[config.mk]
export PLATFORM = sky130hd
export DESIGN_NAME = ffm
export DESIGN_NICKNAME = d
export VERILOG_FILES = /design/src/rtl/ffm.sv
export SDC_FILE = /design/constraint.sdc
export NUM_CORES = 2
export LEC_CHECK = 0
export ABC_CLOCK_PERIOD_IN_PS = 43000
export BUFFER_PORTS_ARGS = -buffer_cell sky130_fd_sc_hd__buf_2
export CORE_MARGIN = 2
export CORE_UTILIZATION = 46
export CTS_BUF_LIST = sky130_fd_sc_hd__clkbuf_16
export DETAILED_ROUTE_END_ITERATION = 6
export HOLD_SLACK_MARGIN = 0.08
export SLEW_MARGIN = 20
export SYNTH_ARGS = -nofsm -noshare
export SYNTH_HDL_FRONTEND = slang
export SYNTH_SLANG_ARGS = --single-unit
export TNS_END_PERCENT = 100
[constraint.sdc]
create_clock -name clk -period 43 [get_ports clk]
set_input_delay 6.45 -clock clk [delete_from_list [all_inputs] [get_ports clk]]
set_output_delay 6.45 -clock clk [all_outputs]
set_load 0.005 [all_outputs]
[src/rtl/ffm.sv]
// ffm: sequential modular multiplier over GF(P), P = 2^255 - 19.
// Computes result = (a * b) mod P by MSB-first interleaved double-and-add,
// with a conditional subtraction after every double and every add so the
// accumulator always stays below P.
//
// Optional build macro: FFM_RADIX4_EN
//   undefined : one multiplier bit per cycle, start-to-valid latency 256 edges
//   defined   : two multiplier bits per cycle, start-to-valid latency 129 edges
//   Results are bit-identical in both builds.
//
// Ports:
//   clk    in   1    rising-edge clock
//   rst    in   1    asynchronous, active-high reset
//   start  in   1    operation request, sampled only while busy = 0
//   a      in   N    multiplicand, any value 0..2^N-1 (reduced on capture)
//   b      in   N    multiplier, any value 0..2^N-1
//   result out  N    (a*b) mod P, held until the next completion
//   valid  out  1    one-cycle pulse when result updates
//   busy   out  1    high while an operation is in flight
module ffm #(
  parameter int unsigned  N = 255,
  parameter logic [255:0] P = (256'd1 << 255) - 256'd19
) (
  input  logic         clk,
  input  logic         rst,
  input  logic         start,
  input  logic [N-1:0] a,
  input  logic [N-1:0] b,
  output logic [N-1:0] result,
  output logic         valid,
  output logic         busy
);

  // P fits in N bits, so every "x - P" whose true value is below P can be
  // done modulo 2^N; only the comparisons need the extra carry bit.
  localparam logic [N-1:0] P_N = P[N-1:0];
  localparam logic [N:0]   P_X = P[N:0];

`ifdef FFM_RADIX4_EN
  localparam int unsigned BW = N + 1;
  localparam int unsigned CW = 7;
  localparam logic [CW-1:0] CNT_MAX = CW'(BW / 2 - 1);
`else
  localparam int unsigned BW = N;
  localparam int unsigned CW = 8;
  localparam logic [CW-1:0] CNT_MAX = CW'(N - 1);
`endif
  localparam logic [CW-1:0] CNT_ONE = CW'(1);

  typedef enum logic [1:0] {
    S_IDLE = 2'd0,
    S_RUN  = 2'd1,
    S_DONE = 2'd2
  } state_t;

  state_t          r_state;
  state_t          w_state_next;
  logic [N-1:0]    r_ar;
  logic [BW-1:0]   r_br;
  logic [N-1:0]    r_acc;
  logic [CW-1:0]   r_cnt;
  logic [N-1:0]    r_result;
  logic            r_valid;

  logic [N-1:0]    w_a_red;
  logic [BW-1:0]   w_b_ext;
  logic [N-1:0]    w_acc_next;
  logic            w_last;

  // One interleaved step: acc <- (2*acc [+ ar]) mod P, given acc, ar < P.
  function automatic logic [N-1:0] f_step(input logic [N-1:0] acc,
                                          input logic [N-1:0] ar,
                                          input logic         bit_i);
    logic [N:0]   d;
    logic [N-1:0] dr;
    logic [N:0]   s;
    logic [N-1:0] sr;
    d  = {acc, 1'b0};
    dr = (d >= P_X) ? (d[N-1:0] - P_N) : d[N-1:0];
    s  = {1'b0, dr} + {1'b0, ar};
    sr = (s >= P_X) ? (s[N-1:0] - P_N) : s[N-1:0];
    return bit_i ? sr : dr;
  endfunction

  // a < 2^N < 2P, so a single subtraction fully reduces it.
  assign w_a_red = (a >= P_N) ? (a - P_N) : a;

`ifdef FFM_RADIX4_EN
  assign w_b_ext = {1'b0, b};

  // Bit 2j+1 first, then bit 2j, keeping MSB-first order within the pair.
  always_comb begin
    w_acc_next = f_step(r_acc, r_ar, r_br[{r_cnt, 1'b1}]);
    w_acc_next = f_step(w_acc_next, r_ar, r_br[{r_cnt, 1'b0}]);
  end
`else
  assign w_b_ext = b;

  always_comb begin
    w_acc_next = f_step(r_acc, r_ar, r_br[r_cnt]);
  end
`endif

  assign w_last = (r_cnt == '0);

  always_ff @(posedge clk or posedge rst) begin
    if (rst) r_state <= S_IDLE;
    else     r_state <= w_state_next;
  end

  always_comb begin
    w_state_next = r_state;
    case (r_state)
      S_IDLE:  if (start) w_state_next = S_RUN;
      S_RUN:   if (w_last) w_state_next = S_DONE;
      S_DONE:  w_state_next = S_IDLE;
      default: w_state_next = S_IDLE;
    endcase
  end

  always_ff @(posedge clk or posedge rst) begin
    if (rst) begin
      r_ar     <= '0;
      r_br     <= '0;
      r_acc    <= '0;
      r_cnt    <= '0;
      r_result <= '0;
      r_valid  <= 1'b0;
    end else begin
      r_valid <= 1'b0;
      case (r_state)
        S_IDLE: begin
          if (start) begin
            r_ar  <= w_a_red;
            r_br  <= w_b_ext;
            r_acc <= '0;
            r_cnt <= CNT_MAX;
          end
        end
        S_RUN: begin
          r_acc <= w_acc_next;
          if (!w_last) r_cnt <= r_cnt - CNT_ONE;
        end
        S_DONE: begin
          r_result <= r_acc;
          r_valid  <= 1'b1;
        end
        default: ;
      endcase
    end
  end

  assign result = r_result;
  assign valid  = r_valid;
  assign busy   = (r_state != S_IDLE);

endmodule

# Word-level counts from Yosys, hierarchy flattened
# Cells that the tools add are included.
# classes
n_addsub	5
magnitude_cmp	4
eq_ne	5
n_mux	15
reduce_logical	8
# op_table
operator	count
$mux 255	5
$sub 255x255->255 const B	3
$ge 256x255->1 const B	2
$pmux 255 s2	1
$add 255x255->256	1
$ge 255x255->1 const B	1
$mux 8	2
$pmux 8 s2	1
$lt 8x9->1 const B	1
$bmux 1 s8	1
$logic_not 8->1	1
$sub 8x1->8 const B	1
$ne 2x2->1 const B	3
$reduce_and 2->1	3
$mux 2	2
$pmux 2 s2	1
$reduce_bool 2->1	2
$reduce_and 3->1	1
$eq 2x1->1 const B	1
$eq 2x2->1 const B	1
$logic_not 2->1	1
$mux 1	2
# word_totals
register_bits	1031
inputBits	513
word_cells	44

# Longest topological paths before layout
# depth
word_depth	7
mapped_depth	40
mapped_depth_nobuf	34

# Worst setup path before layout
# Ideal clock, no wire load.
# synth_path
kind	reg-to-reg
startpoint	register r_acc[73]
endpoint	register r_acc[181]
t_arrival_ns	9.639
slack_ns	33.235
stages_incl_launch_ff	36
path_buffers	4
synth_period_minus_slack_ns	9.765
cell_sequence	dfrtp_1 clkbuf_1 nand4_1 or4_1 nor4_1 a41oi_1 or2_2 nor2_1 and3_1 and3_1 nand2_1 or2_2 clkbuf_1 nor3_1 nand2_1 nor2_1 nand2_1 xnor2_1 ha_1 buf_2 nand4_1 nor4_1 nand2_1 o21ai_0 nor3_1 a2111oi_2 nand2_1 or4_1 nor4_1 or3b_2 o41a_1 buf_6 or4_4 nor2_2 xor2_1 a221o_1
# synth_between
elab_chain_cells	7
elab_cells_between_ends	9
classes_between	3 x add/sub; 2 x order compare; 4 x mux
# synth_rtl
item	line_no	source
start, declared	60	logic [N-1:0] r_acc;
start signal, assigned	141	r_acc <= w_acc_next;
$sub 255x255->255 / $ge 256x255->1 (equally long branches)	79	dr = (d >= P_X) ? (d[N-1:0] - P_N) : d[N-1:0];
$mux 255 (*)	79	
$add 255x255->256	80	s = {1'b0, dr} + {1'b0, ar};
$sub 255x255->255 / $ge 256x255->1 (equally long branches)	81	sr = (s >= P_X) ? (s[N-1:0] - P_N) : s[N-1:0];
$mux 255	81	
$mux 255 (*)	82	return bit_i ? sr : dr;
$pmux 255 s2 (*)	131	case (r_state)
# Mark *: on every way between the ends. The rest lies on a longest branch, timed or not.
# A chain may end at the register's enable or synchronous reset.

# Worst setup path in the final report
# layout_path
startpoint	register r_acc[38]
endpoint	register r_acc[120]
# Same word-level chain as after synthesis.

==> results.cfg <==
[worst_setup_path]
worstSetupStartpointType = flip-flop
slowest_stage = nor2_2
max_stage_delay_ns = 1.05
worstSetupEndpointType = flip-flop
path_common_cell = nand4_1
crit_fanout = 27
required_ns = 43.72
worstSetupPathType = flip-flop to flip-flop
cp.arrival_ns = 18.42

[power]
share_seq_of_total_power_pct = 21.2
p_int_mw = 3.20
p_leak_nw = 38.2
p_comb_share_pct = 66.3
pwr_density_cell_nw_per_um2 = 82.5
p_total_mw = 7.43
p_clk_share_pct = 12.5
vdd_ir_drop_max_uv = 80.8
p_switching_mw = 4.23
sw_frac_of_total_pct = 56.9

[clock_network]
clock_latency_ns = 0.84
cts_tree = built
post-cts-setup-buffer-count = 0
htreeDepth = 3
cts.sinks = 1031
cts.path.max_buffers = 3
cts.clk_slew.worst_paths_ns = 0.07
ctsHoldBuffers = 0
numCtsBuffers = 109
cts-resized-gates = 0
cts_root_buf = clkbuf_16

[synth]
ys_ff_latch = 1031
synth_ff_type = dfrtp_1
syn-cell-area_um2 = 80200
synthTopCellsByArea = dfrtp_1 (32%), nand2_1 (7.5%), ha_1 (4.6%)
yosys.area.top_type = dfrtp_1
netlist.area_leader.share_pct = 32.2
async_flop_share_pct = 100
syn_inst = 9641
yosys_warnings = 0
synth_edf_count = 0
syn-num-nets = 10400
yosysUniqueCellTypes = 124
ys_seq_area_share_pct = 32.2
synth_area_per_cell_um2 = 8.31

[cells_and_area]
layoutNonFillerInstCount = 12600
drive_above_1_share_pct = 16.3
area_growth_pct = 12.4
fillCellCount = 16600
nets = 11000

[floorplan]
rows = 153
fp.dieW_um = 421
ioPinCount = 770
fp.dieArea_um2 = 178000
initial_core_util_pct = 46.2
core_area_um2 = 173000
die_y_um = 421

[sta]
tightest_slew_ns = 1.34
layout_min_cycle_time_ns = 17.70
drv_slew = 0
whs_ns = 0.468
fmax_mhz = 56.5
clock_skew_ns = 0.0630
max_slew_margin_pct = 10.0
rsz0062_at_grt = false
finalSetupViolations = 0
final_hold_viol_count = 0
fin_crit_sh_pct = 41.2
fin_tns_setup_ns = 0

[detailed_routing]
drt_iter0_drc = 13900
vias = 89000
drc = 0
routed_wl_um = 444000
antenna_left = 0
wl_per_cell_um = 35.1
routed_via_density = 7.04
firstDrtPassIters = 7

[grt]
grt_pass1_vias = 82900
grt_pass1_wl_um = 618000
grt.total_usage_pct = 48.0
grt_start_max_net_pins = 154
antenna_found_initial = 53
grt-ovfl-total = 0

[placed_design]
gp_congestion = 1.22
io_buffers = 769
dpl.hpwl_um = 366000
dp_cells = 12400

[run]
maxCapViolations = 0

[min_path]
hold_class = flip-flop to flip-flop

[run_status]
status = finished clean
==> placed cells by master (no fill, tap or decap), types with 44 or more instances in the layout <==
cell type and count:
o21a_1 51, clkbuf_16 110, a22oi_1 221, mux4_2 84
a22o_1 262, o21ai_1 98, and3_1 116, ha_1 294
or2_2 46, buf_2 769, buf_4 165, a21o_1 76
mux2i_1 52, a31oi_1 50, and2_1 95, dfrtp_1 1029
nand3_1 300, and4_1 81, inv_1 123, a21oi_1 608
nand2b_1 44, nor2_1 676, o211ai_1 55, xor2_1 258
a211oi_1 52, nand4_1 401, or3_1 65, nor4_1 171
xnor2_1 363, o21ai_0 544, nand2_1 1603, o31ai_1 81
nor3_1 274, mux2_2 272
==> kinds of logic after synthesis <==
logic type                 share of synthesized area [%]
DFF                                                 32.2
buffers and inverters                               3.07
muxes                                               6.83
adders and majority gates                           4.61
AOI/OAI and AO/OA                                   21.1
xor gates and xnor gates                            6.79
and+or+nand+nor                                     25.4
==> cell type report <==
| cell class | count | area [um2] | share of cell area, % |
|---|---|---|---|
| well taps | 2325 | 2910 | 3.23 |
| diodes | 23 | 57.6 | 0.0639 |
| clock buffers | 110 | 2750 | 3.06 |
| flip-flops and latches | 1031 | 25800 | 28.6 |
| multi-input cells | 8009 | 52300 | 58.0 |
| clock inverters | 93 | 721 | 0.800 |
| inverters | 107 | 409 | 0.454 |
| repair buffers | 939 | 5180 | 5.75 |
==> state kept, by name, summed over array words and instances (netlist names) <==
signal,count
valid,1
r_br,255
r_ar,255
r_state,2
r_cnt,8
result,255
r_acc,255
==> worst paths after layout <==
kind | startpoint | to | cells after the start | slack, ns
worst max-delay path | r_acc[38] | r_acc[120] | 31 | 25.30
worst min-delay path | r_br[50] | r_br[50] | 2 | 0.47
worst max register to register | r_acc[38] | r_acc[120] | 31 | 25.30
worst min register to register | r_br[50] | r_br[50] | 2 | 0.47
max in group asynchronous | rst | r_br[199] | 6 | 33.40
min in group asynchronous | rst | result[17] | 2 | 5.67
==> metal layers <==
metal / share of wire [%] / vias up / GRT usage [%] / routed length (um)
li1: - / 37100 / - / -
met1: 38 / 43700 / 60.5 / 167000
met2: 41 / 6619 / 68.7 / 181000
met3: 13 / 1457 / 17.1 / 57900
met4: 8.6 / 68 / 32.7 / 38100
met5: 0.12 / - / 0.296 / 543
==> worst max-delay path, delay by kind of cell, from the launching register on <==
| family | cells | cell delay [ns] |
|---|---|---|
| simple gates | 20 | 12.53 |
| buf+inv | 3 | 1.39 |
| compound gates | 4 | 1.38 |
| xor+xnor | 3 | 1.09 |
| fa+ha+maj | 1 | 0.62 |
| flops | 1 | 0.47 |
==> cells in the mapped netlist, types with 20 or more instances <==
cell,count
a21o_1,77
dfrtp_1,1031
or2_2,46
buf_2,117
and3_1,116
nand2_1,1605
o21ai_1,97
a21boi_0,28
mux2_2,272
inv_1,104
ha_1,294
a31oi_1,50
a211oi_1,55
o211ai_1,55
nor2b_1,28
o311ai_0,20
clkbuf_1,334
nand3b_1,23
xnor2_1,363
and2_1,97
nand3_1,301
nor3_1,281
o21ai_0,546
mux2i_1,52
o31ai_1,84
a22o_1,262
nor4_1,188
a211o_1,21
or4_1,38
nor2_1,683
or3_1,65
a22oi_1,221
nor3b_1,21
o21bai_1,42
a221o_1,32
buf_1,27
o21a_1,51
mux4_2,84
and4_1,81
nand2b_1,44
nand4_1,401
a21oi_1,609
xor2_1,258
a221oi_1,33
==> power groups by stage <==
stage          clock (mW)  sequential, mW  combinational, mW
2_1_floorplan           0            1.42               2.96
6_report            0.928            1.58               4.93
4_1_cts             0.936            1.56               4.66
3_5_place_dp            0            1.57               4.63
5_1_grt             0.977            1.59               5.08
3_3_place_gp            0            1.56               4.58
==> through the flow <==
stage	area (um2)	util, %	worst slack, ns
final	90100	51.9	25.30
after global routing	90000	51.9	26.00
after CTS	90000	51.9	26.39
after detailed placement	86500	49.9	26.44
after global placement	86300	49.8	22.65
after floorplan	80200	-	7.54
(Power assumes the default switching activity.)
